## src/rtl/pipeline_trace_gen.sv

```systemverilog
`default_nettype none
// ============================================================================
// Module  : pipeline_trace_gen
// Brief   : Shadow IF/ID..MEM/WB pipeline that tags fetches and streams
//           retirement records through a small valid/ready FIFO.
// Revision: 1.0
// ============================================================================
module pipeline_trace_gen #(
   parameter int DEPTH = 8,
   parameter int TAG_W = 8,
   parameter int CYC_W = 16
) (
   input  logic             clk,
   input  logic             rst,
   input  logic             if_valid,
   input  logic [15:0]      if_pc,
   input  logic [15:0]      if_instr,
   input  logic             stall,
   input  logic             flush,
   output logic             out_valid,
   input  logic             out_ready,
   output logic [TAG_W-1:0] out_tag,
   output logic [15:0]      out_pc,
   output logic [15:0]      out_instr,
   output logic [CYC_W-1:0] out_fetch_cyc,
   output logic [CYC_W-1:0] out_wb_cyc,
   output logic             overflow,
   output logic [7:0]       drop_cnt
);

   localparam int AW = $clog2(DEPTH);
   localparam int RW = TAG_W + 32 + 2 * CYC_W;

   logic [CYC_W-1:0] cyc;
   logic [TAG_W-1:0] tag_ctr;

   logic             s1_v, s2_v, s3_v, s4_v;
   logic [TAG_W-1:0] s1_tag, s2_tag, s3_tag, s4_tag;
   logic [15:0]      s1_pc, s2_pc, s3_pc, s4_pc;
   logic [15:0]      s1_instr, s2_instr, s3_instr, s4_instr;
   logic [CYC_W-1:0] s1_fcyc, s2_fcyc, s3_fcyc, s4_fcyc;

   always_ff @(posedge clk or posedge rst) begin
      if (rst) begin
         cyc      <= '0;
         tag_ctr  <= '0;
         s1_v     <= 1'b0;
         s2_v     <= 1'b0;
         s3_v     <= 1'b0;
         s4_v     <= 1'b0;
         s1_tag   <= '0;  s2_tag   <= '0;  s3_tag   <= '0;  s4_tag   <= '0;
         s1_pc    <= '0;  s2_pc    <= '0;  s3_pc    <= '0;  s4_pc    <= '0;
         s1_instr <= '0;  s2_instr <= '0;  s3_instr <= '0;  s4_instr <= '0;
         s1_fcyc  <= '0;  s2_fcyc  <= '0;  s3_fcyc  <= '0;  s4_fcyc  <= '0;
      end else begin
         cyc <= cyc + 1'b1;

         // Flush dominates: the fetch in flight is squashed and consumes no tag.
         if (flush) begin
            s1_v <= 1'b0;
         end else if (!stall) begin
            s1_v     <= if_valid;
            s1_tag   <= tag_ctr;
            s1_pc    <= if_pc;
            s1_instr <= if_instr;
            s1_fcyc  <= cyc;
            if (if_valid) begin
               tag_ctr <= tag_ctr + 1'b1;
            end
         end

         s2_v     <= stall ? 1'b0 : s1_v;
         s2_tag   <= s1_tag;
         s2_pc    <= s1_pc;
         s2_instr <= s1_instr;
         s2_fcyc  <= s1_fcyc;

         s3_v     <= s2_v;
         s3_tag   <= s2_tag;
         s3_pc    <= s2_pc;
         s3_instr <= s2_instr;
         s3_fcyc  <= s2_fcyc;

         s4_v     <= s3_v;
         s4_tag   <= s3_tag;
         s4_pc    <= s3_pc;
         s4_instr <= s3_instr;
         s4_fcyc  <= s3_fcyc;
      end
   end

   // Retirement FIFO: pointers carry one extra wrap bit to tell full from empty.
   logic [RW-1:0] mem [DEPTH];
   logic [AW:0]   wr_ptr, rd_ptr;
   logic          empty, full, pop, push, accept, drop;
   logic [RW-1:0] rec, head;

   assign empty  = (wr_ptr == rd_ptr);
   assign full   = (wr_ptr[AW] != rd_ptr[AW]) && (wr_ptr[AW-1:0] == rd_ptr[AW-1:0]);
   assign pop    = !empty && out_ready;
   assign push   = s4_v;
   assign accept = push && (!full || pop);
   assign drop   = push && full && !pop;
   assign rec    = {s4_tag, s4_pc, s4_instr, s4_fcyc, cyc};
   assign head   = mem[rd_ptr[AW-1:0]];

   always_ff @(posedge clk or posedge rst) begin
      if (rst) begin
         wr_ptr   <= '0;
         rd_ptr   <= '0;
         overflow <= 1'b0;
         drop_cnt <= '0;
         for (int i = 0; i < DEPTH; i++) begin
            mem[i] <= '0;
         end
      end else begin
         if (accept) begin
            mem[wr_ptr[AW-1:0]] <= rec;
            wr_ptr              <= wr_ptr + 1'b1;
         end
         if (pop) begin
            rd_ptr <= rd_ptr + 1'b1;
         end
         if (drop) begin
            overflow <= 1'b1;
            if (drop_cnt != 8'hFF) begin
               drop_cnt <= drop_cnt + 1'b1;
            end
         end
      end
   end

   assign out_valid = !empty;
   assign {out_tag, out_pc, out_instr, out_fetch_cyc, out_wb_cyc} = head;

endmodule
`default_nettype wire

```

## config.mk

```make
export PLATFORM = sky130hd
export DESIGN_NAME = pipeline_trace_gen
export DESIGN_NICKNAME = d
export VERILOG_FILES = /design/src/rtl/pipeline_trace_gen.sv
export SDC_FILE = /design/constraint.sdc
export NUM_CORES = 1
export LEC_CHECK = 0
export ABC_AREA = 1
export ABC_CLOCK_PERIOD_IN_PS = 37600
export CORE_MARGIN = 5
export CORE_UTILIZATION = 30
export CTS_CLUSTER_DIAMETER = 60
export DETAILED_ROUTE_END_ITERATION = 8
export GPL_TIMING_DRIVEN = 0
export PLACE_DENSITY = 0.56
export SYNTH_ARGS = -nofsm -noshare
export SYNTH_HDL_FRONTEND = slang
export SYNTH_SLANG_ARGS = --single-unit
```

## constraint.sdc

```tcl
create_clock -name clk -period 37.6 [get_ports clk]
set_clock_uncertainty 0.2 [all_clocks]
set_input_delay 9.4 -clock clk [delete_from_list [all_inputs] [get_ports clk]]
set_output_delay 9.4 -clock clk [all_outputs]
set_load 0.05 [all_outputs]
```

Word-level counts from Yosys, hierarchy flattened
Index checks and enable logic that the tools add are counted.
{"block": "classes", "addsub": 5, "n_mul": 0, "div": 0, "n_lt_le_gt_ge": 3, "n_eq_ne": 5, "shift": 0, "muxes": 9, "bitwise_logic": 4, "reduce_logical": 13}
{"operator": "$bwmux 576", "count": 1}
{"operator": "$bmux 72 s3", "count": 1}
{"operator": "$demux 72 s3", "count": 1}
{"operator": "$mux 72", "count": 3}
{"operator": "$add 16x1->16 const B", "count": 1}
{"operator": "$add 8x1->8 const B", "count": 2}
{"operator": "$add 4x1->4 const B", "count": 2}
{"operator": "$ge 4x4->1 const B", "count": 2}
{"operator": "$ne 8x8->1 const B", "count": 1}
{"operator": "$not 3->4", "count": 2}
{"operator": "$logic_and 1x1->1", "count": 6}
{"operator": "$eq 4x4->1", "count": 1}
{"operator": "$lt 4x1->1 const B", "count": 1}
{"operator": "$reduce_and 2->1", "count": 2}
{"operator": "$eq 3x3->1", "count": 1}
{"operator": "$logic_not 1->1", "count": 3}
{"operator": "$mux 1", "count": 3}
{"operator": "$reduce_and 3->1", "count": 1}
{"operator": "$ne 2x1->1 const B", "count": 1}
{"operator": "$not 1->1", "count": 2}
{"operator": "$logic_or 1x1->1", "count": 1}
{"operator": "$ne 1x1->1", "count": 1}
{"block": "totals", "regBits": 845, "latchBits": 0, "ramBits": 0, "romBits": 0, "input_bits": 38, "elab_cells": 73, "n_memories": 0}

Logic depth before layout (Yosys ltp)
{"block": "logic_depth", "word_depth": 6, "depth_mapped": 11}

Least setup slack after synthesis
OpenSTA, ideal clock, no wires.
{"block": "synth_path", "path_kind": "reg-to-output", "from": "reg rd_ptr[0]", "to": "out out_pc[10]", "arrival_ps": 1721, "slack_ps": 26279, "path_stages_with_launch": 9, "cell_sequence": "dfrtp_1 > buf_2 > buf_2 > buf_2 > clkbuf_1 > nor2_1 > o22ai_1 > nand2_1 > nand2_1"}
{"block": "synth_between", "elab_chain_len": 4}
{"item": "start, declared", "line_no": "94", "text": "logic [AW:0] wr_ptr, rd_ptr;"}
{"item": "start signal, assigned", "line_no": "122", "text": "rd_ptr <= rd_ptr + 1'b1;"}
{"item": "$not 3->4 (implied by the code)", "line_no": "105", "text": "assign head = mem[rd_ptr[AW-1:0]];"}
{"item": "$bmux 72 s3", "line_no": "105"}
{"item": "$mux 72 (implied by the code) (2 in a row)", "line_no": "105"}
{"item": "end, declared", "line_no": "23", "text": "output logic [15:0] out_pc,"}
No other way between the ends. The select of a mux whose other input is x is not followed.

Worst setup path after layout
{"block": "layout_path", "from": "reg rd_ptr[1]", "to": "out out_fetch_cyc[15]"}
{"block": "layout_between", "elab_chain_len": 4}
{"item": "$not 3->4 (implied by the code)", "line_no": "105"}
{"item": "$bmux 72 s3", "line_no": "105"}
{"item": "$mux 72 (implied by the code) (2 in a row)", "line_no": "105"}
{"item": "end, declared", "line_no": "25", "text": "output logic [CYC_W-1:0] out_fetch_cyc,"}
No other way between the ends. The select of a mux whose other input is x is not followed.

==> flow_metrics.env <==
export IMPL_timing_final_crit_share=0.373
export IMPL_area_sequential_sq_um=21100
export IMPL_hold_path_class="flop to flop"
export IMPL_cts_sinks=845
export IMPL_routed_wl_mm=128
export IMPL_fmax_mhz=71.4
export IMPL_grt_pass1_wl_mm=195
export IMPL_gp_routability_congestion=0.864
export IMPL_post_cts_resized_instances=0
export IMPL_reg2reg_slack_ns=33.72
export IMPL_cts_hold_buffers=0
export IMPL_pwr_share_clk=0.275
export IMPL_ys_ff_latch=845
export IMPL_cts_tree="yes"
export IMPL_io_buffer_count=119
export IMPL_yosysWarningCount=0
export IMPL_initial_core_util=0.301
export IMPL_slew_limit_headroom=0.0542
export IMPL_dieArea_sq_um=131000
export IMPL_yosysSeqAreaShare=0.570
export IMPL_final_min_clock_period_ns=14.01
export IMPL_synth_fp_nets=4369
export IMPL_hold_viol_final=0
export IMPL_p_leak_nw=22.0
export IMPL_die_h_microns=362
export IMPL_swShare=0.427
export IMPL_wl_per_cell_microns=20.5
export IMPL_num_rows=129
export IMPL_vdd_drop_max_mv=0.0498
export IMPL_cts_path_max_buffers=3
export IMPL_grt_total_usage=0.192
export IMPL_drc=0
export IMPL_critPathMaxFanout=10
export IMPL_drive_gt1_frac=0.0855
export IMPL_fin_nets=4597
export IMPL_critPathLaunch="rd_ptr[1]$_DFFE_PP0P_"
export IMPL_syn_area_sq_um=37100
export IMPL_critPathRequiredTime_ns=28.00
export IMPL_cts_setup_buffers=0
export IMPL_n_fill_cell=12900
export IMPL_r2r_start="push$_DFF_PP0_"
export IMPL_die_x_microns=362
export IMPL_intPower_mw=2.08
export IMPL_avgSynthCellArea_sq_um=8.58
export IMPL_slew_violations=0
export IMPL_clock_tree_root_cell="clkbuf_16"
export IMPL_final_cell_mix="1584 x nand2_1, 845 x dfrtp_1, 586 x nand4_1"
export IMPL_worstPathArrival_ns=4.41
export IMPL_ys_types=29
export IMPL_crit_path_end_kind="primary output"
export IMPL_dpl_hpwl_mm=91.8
export IMPL_timing_setup_tns_ns=0
export IMPL_clk_latency_ns=0.67
export IMPL_clkTransAtPathRegs_ns=0.06
export IMPL_cts_made_buffers=94
export IMPL_drtIter0Drc=2744
export IMPL_worst_pin_slew_ns=1.42
export IMPL_firstDrtPassIters=6
export IMPL_grt_overflow_total=0
export IMPL_areaGrowthSynthToFinish_pct=18.9
export IMPL_powerDensity_nw_per_um2=82.3
export IMPL_r2r_end="mem[472]$_DFFE_PP0P_"
export IMPL_pin_count=120
export IMPL_reg2reg_depth=6
export IMPL_pwr_share_comb=0.400
export IMPL_htreeDepth=3
export IMPL_power_frac_seq=0.325
export IMPL_worst_setup_path_type="flop to primary output"
export IMPL_core_area_sq_um=123000
export IMPL_final_common_cell="nand2_1"
export IMPL_via_per_inst=5.04
export IMPL_cp_start_kind="flop"
export IMPL_antenna_found_initial=6
export IMPL_grt_max_degree=126
export IMPL_hold_ws_ns=0.139
export IMPL_vias=31600
export IMPL_rsz0062_at_grt="false"
export IMPL_grt_pass1_vias=31900
export IMPL_setup_viol=0
export IMPL_multiInputGateArea_sq_um=13800
export IMPL_netlist_instances=4326
export IMPL_critPathCapture="out_fetch_cyc[15]"
export IMPL_max_cap_violations=0
export IMPL_status="finished clean"
export IMPL_final_antenna_net_count=0
export IMPL_p_switching_mw=1.55
critical path, stage by stage (launching register included):
cell             delay, ns
dfrtp_1               0.37
buf_2                 0.37
clkbuf_1              1.05
clkbuf_1              0.41
o21ai_0               0.15
o22ai_1               0.28
nand2_1               0.10
nand2_1               0.15
clkdlybuf4s50_1       0.83
logic make-up (layout without fill, tap and decap cells):
group | Yosys count | in the layout | synth area share
compound gates | 449 | 449 | 0.0655
xor+xnor | 26 | 26 | 0.00614
fa+ha+maj | 5 | 5 | 0.00169
buf+inv | 483 | 791 | 0.0584
flops | 845 | 845 | 0.570
mux | 1 | 1 | 0.000303
other cells | 0 | 2 | 0
simple gates | 2517 | 2517 | 0.298
metal layers:
layer / routed length, microns / GRT usage / vias up
met5: 160 / 0.00581 / -
met4: 6070 / 0.0841 / 12
met3: 8340 / 0.0412 / 227
met2: 59400 / 0.313 / 950
met1: 54400 / 0.248 / 15400
li1: - / - / 15000
metrics by stage:
step	worst slack, ns	power (mW)	area, sq um	utilization	instances
after floorplan	4.26	2.07	37100	-	4326
after global placement	-6.95	2.62	40300	0.327	6082
after detailed placement	24.19	2.64	40700	0.330	6095
after CTS	23.45	3.64	44100	0.358	6271
after global routing	23.51	3.82	44100	0.358	6271
final	23.59	3.63	44100	0.358	6273
area by class of cell:
type	count	area share
clock buffer	119	0.0591
inverter	39	0.00355
clock inverter	57	0.0170
antenna	2	0.000113
buffer	444	0.0459
timing repair buffer	132	0.0351
tap	1637	0.0464
sequential	845	0.479
multi-input combinational	2998	0.313
synthesized netlist by cell type:
master / instances / area [sq um]
nand2_1: 1584 / 5950
dfrtp_1: 845 / 21100
nand4_1: 586 / 3670
nor2_1: 304 / 1140
o21ai_0: 303 / 1520
clkbuf_1: 196 / 736
o22ai_1: 144 / 901
buf_2: 90 / 450
buf_1: 58 / 218
clkbuf_2: 56 / 280
buf_4: 43 / 323
inv_1: 34 / 128
xor2_1: 25 / 219
nand3_1: 18 / 90.1
nor3_1: 8 / 40.0
nand3_2: 7 / 70.1
nor3_2: 7 / 70.1
ha_1: 5 / 62.6
inv_2: 3 / 11.3
buf_6: 1 / 11.3
clkinv_1: 1 / 3.75
inv_4: 1 / 6.26
mux2_2: 1 / 11.3
nand4_4: 1 / 21.3
nor2_2: 1 / 6.26
nor2_4: 1 / 11.3
o21bai_1: 1 / 7.51
o31ai_1: 1 / 7.51
xnor2_1: 1 / 8.76
sequential cells by signal, indices dropped and copies added, names as in the netlist, 8 cells and up:
name      count
s2_instr     16
s4_tag        8
s4_instr     16
s1_instr     16
s3_pc        16
s3_fcyc      16
s3_instr     16
tag_ctr       8
s4_fcyc      16
mem         576
s2_pc        16
s1_pc        16
s1_tag        8
s2_fcyc      16
cyc          16
s4_pc        16
s1_fcyc      16
s2_tag        8
drop_cnt      8
s3_tag        8
worst min-delay path by stage:
stage / endpoint / from / slack, ns / cells after the start
after global placement: s3_fcyc[3]$_DFF_PP0_ / s2_fcyc[3]$_DFF_PP0_ / 0.13 / 0
after CTS: s4_instr[13]$_DFF_PP0_ / s3_instr[13]$_DFF_PP0_ / 0.13 / 0
after global routing: s4_instr[12]$_DFF_PP0_ / s3_instr[12]$_DFF_PP0_ / 0.14 / 0
after floorplan: push$_DFF_PP0_ / s3_v$_DFF_PP0_ / 0.13 / 0
after detailed placement: s3_fcyc[12]$_DFF_PP0_ / s2_fcyc[12]$_DFF_PP0_ / 0.13 / 0
final: s3_instr[11]$_DFF_PP0_ / s2_instr[11]$_DFF_PP0_ / 0.14 / 0
power by group through the flow:
stage | Combinational, mW | Sequential [mW] | Clock, mW
after global routing | 1.57 | 1.20 | 1.05
after detailed placement | 1.45 | 1.19 | 0
after floorplan | 0.902 | 1.17 | 0
after CTS | 1.45 | 1.18 | 1.01
final | 1.45 | 1.18 | 0.998
after global placement | 1.42 | 1.20 | 0
Power figures use the tool's default switching activity.
